<file path="config.mk">
export PLATFORM = sky130hd
export DESIGN_NAME = pc_word_rr_merge_flat
export DESIGN_NICKNAME = d
export VERILOG_FILES = /design/src/rtl/pc_word_rr_merge_if.sv /design/src/rtl/pc_word_rr_merge.sv /design/src/flat_wrapper.sv
export SDC_FILE = /design/constraint.sdc
export NUM_CORES = 1
export LEC_CHECK = 0
export BUFFER_PORTS_ARGS = -buffer_cell sky130_fd_sc_hd__clkbuf_2
export CORE_ASPECT_RATIO = 1.1
export CORE_MARGIN = 4
export CORE_UTILIZATION = 48
export DETAILED_ROUTE_END_ITERATION = 10
export PLACE_DENSITY = 0.9
export SLEW_MARGIN = 0
export SYNTH_ARGS = -nofsm -noshare
export SYNTH_HDL_FRONTEND = slang
export SYNTH_SLANG_ARGS = --single-unit
</file>
<file path="constraint.sdc">
create_clock -name clk -period 2.3 [get_ports clk]
set_input_delay 0.46 -clock clk [delete_from_list [all_inputs] [get_ports clk]]
set_output_delay 0.46 -clock clk [all_outputs]
set_load 0.02 [all_outputs]
</file>
<file path="src/rtl/pc_word_rr_merge_if.sv">
// -----------------------------------------------------------------------------
// pc_word_rr_merge_if
// Bundle of the N-input PC word channel and the single merged output channel
// used by pc_word_rr_merge.
//   in_code    : NIn packed codes, input i at [i*NPCcode +: NPCcode]
//   in_payload : NIn packed payloads, same packing
//   in_v/in_a  : per-input valid / ack
//   out_code, out_payload, out_route : merged word and its source index
//   out_v/out_a: output valid / ack
// Modports: master = producers/consumer side (testbench), slave = merge block.
// -----------------------------------------------------------------------------
interface pc_word_rr_merge_if #(
    parameter int NIn      = 4,
    parameter int NPCcode  = 7,
    parameter int NPCdata  = 20,
    parameter int NPCroute = 5
);
    logic [NIn*NPCcode-1:0] in_code;
    logic [NIn*NPCdata-1:0] in_payload;
    logic [NIn-1:0]         in_v;
    logic [NIn-1:0]         in_a;
    logic [NPCcode-1:0]     out_code;
    logic [NPCdata-1:0]     out_payload;
    logic [NPCroute-1:0]    out_route;
    logic                   out_v;
    logic                   out_a;

    modport master (
        output in_code, in_payload, in_v, out_a,
        input  in_a, out_code, out_payload, out_route, out_v
    );

    modport slave (
        input  in_code, in_payload, in_v, out_a,
        output in_a, out_code, out_payload, out_route, out_v
    );
endinterface

</file>
<file path="src/rtl/pc_word_rr_merge.sv">
// -----------------------------------------------------------------------------
// pc_word_rr_merge
// Round-robin merge of NIn PC word inputs onto one PC word channel, with a
// 2-entry output FIFO so one word per cycle is sustained and output
// backpressure is decoupled from arbitration.
// Ports:
//   clk   : sole clock, rising edge
//   reset : synchronous, active-high; empties the FIFO, input 0 gets first
//           priority, in_a forced low while asserted
//   bus   : pc_word_rr_merge_if.slave (inputs in_*, output out_*)
// Optional feature macro: PC_MERGE_BURST_EN -- the last granted input keeps
// priority for up to NBurst consecutive grants while it stays valid.
// -----------------------------------------------------------------------------
module pc_word_rr_merge #(
    parameter int NIn      = 4,
    parameter int NPCcode  = 7,
    parameter int NPCdata  = 20,
    parameter int NPCroute = 5,
    parameter int NBurst   = 4
) (
    input  logic                 clk,
    input  logic                 reset,
    pc_word_rr_merge_if.slave    bus
);
    localparam int PW = $clog2(NIn);

    generate
        if ((2 ** NPCroute) < NIn) begin : g_route_chk
            $error("pc_word_rr_merge: NPCroute too narrow for NIn");
        end
    endgenerate

    // FIFO storage and pointers
    logic [NPCcode-1:0]  r_code    [2];
    logic [NPCdata-1:0]  r_payload [2];
    logic [NPCroute-1:0] r_route   [2];
    logic                r_rd;
    logic                r_wr;
    logic [1:0]          r_count;
    logic [PW-1:0]       r_ptr;

    logic                w_pop;
    logic                w_space;
    logic                w_found;
    logic                w_push;
    logic [PW-1:0]       w_gidx;
    logic [PW-1:0]       w_cand;
    logic [NIn-1:0]      w_in_a;
    logic [NPCcode-1:0]  w_code;
    logic [NPCdata-1:0]  w_payload;

`ifdef PC_MERGE_BURST_EN
    localparam int BW = $clog2(NBurst + 1);
    // consecutive grants given to r_ptr; zero means no burst in progress
    logic [BW-1:0]       r_burst_cnt;
    logic                w_burst_hold;
    assign w_burst_hold = (r_burst_cnt != '0) && (r_burst_cnt < BW'(NBurst))
                          && bus.in_v[r_ptr];
`endif

    // A full FIFO still has space when its head leaves this cycle.
    assign w_pop   = (r_count != 2'd0) && bus.out_a;
    assign w_space = (r_count != 2'd2) || bus.out_a;

    // Arbiter: first valid input searching upward from r_ptr+1, wrapping.
    always_comb begin
        w_found = 1'b0;
        w_gidx  = r_ptr;
        w_cand  = r_ptr;
`ifdef PC_MERGE_BURST_EN
        if (w_burst_hold) begin
            w_found = 1'b1;
            w_gidx  = r_ptr;
        end else begin
            w_found = 1'b0;
        end
`endif
        for (int k = 1; k <= NIn; k++) begin
            w_cand = PW'((int'(r_ptr) + k) % NIn);
            if (!w_found && bus.in_v[w_cand]) begin
                w_found = 1'b1;
                w_gidx  = w_cand;
            end else begin
                w_found = w_found;
            end
        end
    end

    assign w_push    = w_found && w_space && !reset;
    assign w_code    = bus.in_code[w_gidx*NPCcode +: NPCcode];
    assign w_payload = bus.in_payload[w_gidx*NPCdata +: NPCdata];

    // One-hot ack to the granted input only
    always_comb begin
        w_in_a = '0;
        if (w_push) begin
            w_in_a[w_gidx] = 1'b1;
        end else begin
            w_in_a = '0;
        end
    end

    assign bus.in_a        = w_in_a;
    assign bus.out_code    = r_code[r_rd];
    assign bus.out_payload = r_payload[r_rd];
    assign bus.out_route   = r_route[r_rd];
    assign bus.out_v       = (r_count != 2'd0);

    // FIFO write/read and round-robin pointer update
    always_ff @(posedge clk) begin
        if (reset) begin
            for (int e = 0; e < 2; e++) begin
                r_code[e]    <= '0;
                r_payload[e] <= '0;
                r_route[e]   <= '0;
            end
            r_rd    <= 1'b0;
            r_wr    <= 1'b0;
            r_count <= 2'd0;
            r_ptr   <= PW'(NIn - 1);
        end else begin
            if (w_push) begin
                r_code[r_wr]    <= w_code;
                r_payload[r_wr] <= w_payload;
                r_route[r_wr]   <= NPCroute'(w_gidx);
                r_wr            <= ~r_wr;
                r_ptr           <= w_gidx;
            end
            if (w_pop) begin
                r_rd <= ~r_rd;
            end
            case ({w_push, w_pop})
                2'b10:   r_count <= r_count + 2'd1;
                2'b01:   r_count <= r_count - 2'd1;
                default: r_count <= r_count;
            endcase
        end
    end

`ifdef PC_MERGE_BURST_EN
    // Burst length tracking: extend while the same input keeps winning
    always_ff @(posedge clk) begin
        if (reset) begin
            r_burst_cnt <= '0;
        end else if (w_push) begin
            if ((w_gidx == r_ptr) && w_burst_hold) begin
                r_burst_cnt <= r_burst_cnt + BW'(1);
            end else begin
                r_burst_cnt <= BW'(1);
            end
        end
    end
`endif
endmodule
</file>
<file path="src/flat_wrapper.sv">
// flat-port wrapper written by rule: the top's interface ports become plain ports
module pc_word_rr_merge_flat 
#(
    parameter int NIn      = 4,
    parameter int NPCcode  = 7,
    parameter int NPCdata  = 20,
    parameter int NPCroute = 5,
    parameter int NBurst   = 4
)
  (clk, reset, bus_in_code, bus_in_payload, bus_in_v, bus_out_a, bus_in_a, bus_out_code, bus_out_payload, bus_out_route, bus_out_v);
  pc_word_rr_merge_if #(.NIn(NIn), .NPCcode(NPCcode), .NPCdata(NPCdata), .NPCroute(NPCroute)) bus_i ();
  input  logic clk;
  input  logic reset;
  input wire logic [$bits(bus_i.in_code)-1:0] bus_in_code;
  input wire logic [$bits(bus_i.in_payload)-1:0] bus_in_payload;
  input wire logic [$bits(bus_i.in_v)-1:0] bus_in_v;
  input wire logic [$bits(bus_i.out_a)-1:0] bus_out_a;
  output wire logic [$bits(bus_i.in_a)-1:0] bus_in_a;
  output wire logic [$bits(bus_i.out_code)-1:0] bus_out_code;
  output wire logic [$bits(bus_i.out_payload)-1:0] bus_out_payload;
  output wire logic [$bits(bus_i.out_route)-1:0] bus_out_route;
  output wire logic [$bits(bus_i.out_v)-1:0] bus_out_v;
  assign bus_i.in_code = bus_in_code;
  assign bus_i.in_payload = bus_in_payload;
  assign bus_i.in_v = bus_in_v;
  assign bus_i.out_a = bus_out_a;
  assign bus_in_a = bus_i.in_a;
  assign bus_out_code = bus_i.out_code;
  assign bus_out_payload = bus_i.out_payload;
  assign bus_out_route = bus_i.out_route;
  assign bus_out_v = bus_i.out_v;
  pc_word_rr_merge #(.NIn(NIn), .NPCcode(NPCcode), .NPCdata(NPCdata), .NPCroute(NPCroute), .NBurst(NBurst)) u_core (.clk(clk), .reset(reset), .bus(bus_i));
endmodule
</file>
==> parameters.txt <==
Parameter                              Value

Status
  Outcome ... completed

STA
  Number of hold violations in the final report ... 0
  Relative slew slack ... 65.49%
  RSZ-0062 raised after global routing ... no
  Top achievable clock speed ... 457.3 MHz
  Number of max-slew violations in the final report ... 0
  Minimum period implied by the final worst setup slack ... 2.187 ns
  Hold slack ... around 0.47 ns
  Measured slew at the worst slew-check pin ... 0.5129 ns
  Post-Route Skew ... 0.007962 ns
  Finish-stage setup viols ... 0
  Final worst-path cycle share ... 95.07%

GRT
  Via count of the first global-routing pass ... 3256
  Pin count of the biggest net entering global routing ... 18
  All-Layer GR Usage ... 20.88%
  Gr ovfl total ... 0
  Wire length of the first global-routing pass ... 14.99 mm
  Number of antenna violations at the first check in global routing ... 0

Power
  Largest vdd supply drop ... around 560 uV
  PD cells ... 1037 nW/um2
  Static Leak ... 2.205 nW

Synthesis
  Cell count after synthesis ... 276
  Distinct cells, synth ... 41
  Cell area after synthesis ... between 3000 and 4000 um2
  Proportion of synthesized chip area in sequential cells ... between 50% and 60%
  Average instance area after synthesis ... 13.07 um2
  Synth warn ... 0
  Fraction of synthesized cell area taken by the top area cell type ... 48.27%
  Synth area leader ... sky130_fd_sc_hd__edfxtp_1
  Synth area leaders ... sky130_fd_sc_hd__edfxtp_1, sky130_fd_sc_hd__mux2i_1, sky130_fd_sc_hd__o22ai_1, sky130_fd_sc_hd__mux2_2, sky130_fd_sc_hd__dfxtp_1
  Flops & latches, synth ... 65

Final layout
  Fraction of final layout cells with drive strength greater than 1 ... between 50% and 60%
  Filler cell count in the final layout ... 537
  Syn-to-layout area delta ... 31.28%
  Antenna diode instance count ... 0
  Nets ... 555
  FF/Latch Area ... 1886 um2
  Combined area of the multi-input logic cells ... 1546 um2
  Final design utilization ... 66.10%

Detailed routing
  Detailed-route vias per instance ... 5.639
  WL/cell ... 17.57 um
  DRC errors left ... 0
  Vias ... 2983
  Detailed-router iteration count before antenna repair ... 4
  Routed wire length ... a little over 9 mm
  Remaining antenna violation count after routing ... 0
  DRT iter0 DRCs ... 125

Clock network
  Count of H-tree levels built during CTS ... 3
  Number of buffers created by CTS ... 9
  Worst-case clock buffer depth ... 2
  Clock-pin slew reported for the worst setup and hold paths after clock tree synthesis ... 0.07 ns
  CTS tree ... done
  Clock sink count ... 65
  Skew-Pair Late Insertion Delay ... 0.34 ns
  Clock tree root driver cell ... sky130_fd_sc_hd__clkbuf_8

Die
  Total die area ... approximately 9000 um2
  Number of top-level pins ... ~150
  Row count ... 32
  Core Region ... between 7000 and 8000 um2
  Starting density of the core ... 50.35%
  Chip Height ... 98.94 um
  Overall die width ... about 91 um

Critical path
  Worst path required time ... 1.84 ns
  Worst r2r src ... u_core.r_ptr[0]$_SDFFE_PP1P_
  Critical Path Start Type ... flip-flop
  Endpoint type of the worst setup path ... output pin
  Endpoint arrival time on the critical path ... 1.73 ns
  Worst setup path startpoint ... u_core.r_ptr[0]$_SDFFE_PP1P_
  Max FO, Critical Path ... 4
  Category of the critical setup timing path ... flip-flop to output pin

Placed design
  Count of buffers from port buffering ... 148
  Final estimated routing congestion in global placement ... 0.7633
  Detailed Place HPWL ... approximately 7 mm

Min path
  Class of the tightest hold or removal check ... input port to flip-flop
  Start point of the worst min-delay path ... reset

Run
  Count of maximum capacitance violations ... 0
## cells in the final DEF (no fill, tap or decap), types with 4 or more instances in the layout
cell,netlist,layout
sky130_fd_sc_hd__o22ai_1,53,53
sky130_fd_sc_hd__clkbuf_2,0,147
sky130_fd_sc_hd__edfxtp_1,58,58
sky130_fd_sc_hd__clkbuf_8,0,9
sky130_fd_sc_hd__mux2i_1,54,53
sky130_fd_sc_hd__nand2b_1,5,4
sky130_fd_sc_hd__mux2_2,29,29
sky130_fd_sc_hd__buf_12,0,4
sky130_fd_sc_hd__dfxtp_1,7,6
sky130_fd_sc_hd__nor2_1,6,6
sky130_fd_sc_hd__buf_4,8,23
## worst paths after layout
path / slack [ns] / endpoint / cells past startpoint
max: 0.11 / bus_in_a[2] / 5
min: 0.47 / u_core.r_count[1]$_SDFFE_PP0P_ / 2
max reg2reg: 0.14 / u_core.r_code[1][1]$_SDFFCE_PN0P_ / 8
min reg2reg: 0.50 / u_core.r_count[1]$_SDFFE_PP0P_ / 2
## worst max-delay path, cell delays in order (launching register included)
cell	delay, ns
sky130_fd_sc_hd__dfxtp_4	0.38
sky130_fd_sc_hd__nand2b_4	0.12
sky130_fd_sc_hd__o21ai_1	0.09
sky130_fd_sc_hd__a221oi_4	0.37
sky130_fd_sc_hd__nor3b_2	0.24
sky130_fd_sc_hd__clkbuf_2	0.19
## report_power, final
part / total [mW] / internal [mW] / switching [mW]
registers: 1.71 / 1.61 / 0.0984
logic: 2.26 / 1.03 / 1.23
clock network: 0.943 / 0.498 / 0.445
total: 4.91 / 3.14 / 1.77
## repair_timing
action	4_1_cts	5_1_grt
gates cloned	0	0
hold buffers	0	0
buffers inserted	2	0
setup endpoints to repair	4	4
pin swaps	1	1
resized for setup	1	6
## metrics by stage
step,power [mW],cells,instance area [um2],setup slack [ns],setup TNS (ns)
finish,4.911,529,4737,0.1134,0
global route,5.166,529,4737,0.008665,0
CTS,4.925,529,4716,0.03695,0
detailed placement,3.962,511,4504,-0.01107,-0.01107
global placement,3.885,511,4504,0.08547,0
floorplan,3.266,278,3616,0.07150,0
## sequential cells by signal, summed over array words and instances (netlist names), named ones only
register	count
u_core.r_code	14
u_core.r_count	2
u_core.r_payload	40
u_core.r_ptr	2
u_core.r_rd	1
u_core.r_route	4
u_core.r_wr	1
## Yosys cell counts, drive strengths merged
cell,number
nor2,7
o21ai,5
o211ai,1
mux2,29
inv,4
xnor2,3
ha,1
nand3,1
o31a,1
a21oi,2
edfxtp,58
mux2i,54
nand2,3
nand2b,5
buf,22
o21a,1
a221oi,1
and2,1
nor3b,3
conb,1
nor3,3
and3,1
clkbuf,2
xor2,1
or2,3
dfxtp,7
nor4,1
o22ai,54
or3,1
## cell families (layout without fill, tap and decap cells)
family | Yosys count | in the layout | synth area share, %
other | 1 | 3 | 0.1039
and+or+nand+nor | 29 | 29 | 4.751
buffers and inverters | 28 | 194 | 6.137
muxes | 83 | 83 | 24.03
adders and majority gates | 1 | 1 | 0.3467
DFF | 65 | 65 | 52.15
xor gates and xnor gates | 4 | 4 | 0.9711
AOI/OAI and AO/OA | 65 | 65 | 11.51
## metal layers
| layer | global-route usage, % | share of wire (%) |
|---|---|---|
| met1 | 23.16 | 37 |
| met2 | 38.51 | 54 |
| met3 | 4.656 | 6.6 |
| met4 | 8.481 | 2.1 |
| met5 | 0 | 0 |
## area by class of cell
cell class / instances / area share, %
clock buffer: 9 / 2.615
clock inverter: 7 / 1.506
inverter: 4 / 0.3170
multi-input combinational: 185 / 32.65
sequential: 65 / 39.80
tap: 85 / 2.245
timing repair buffer: 174 / 20.87
Power figures use the tool's default switching activity.
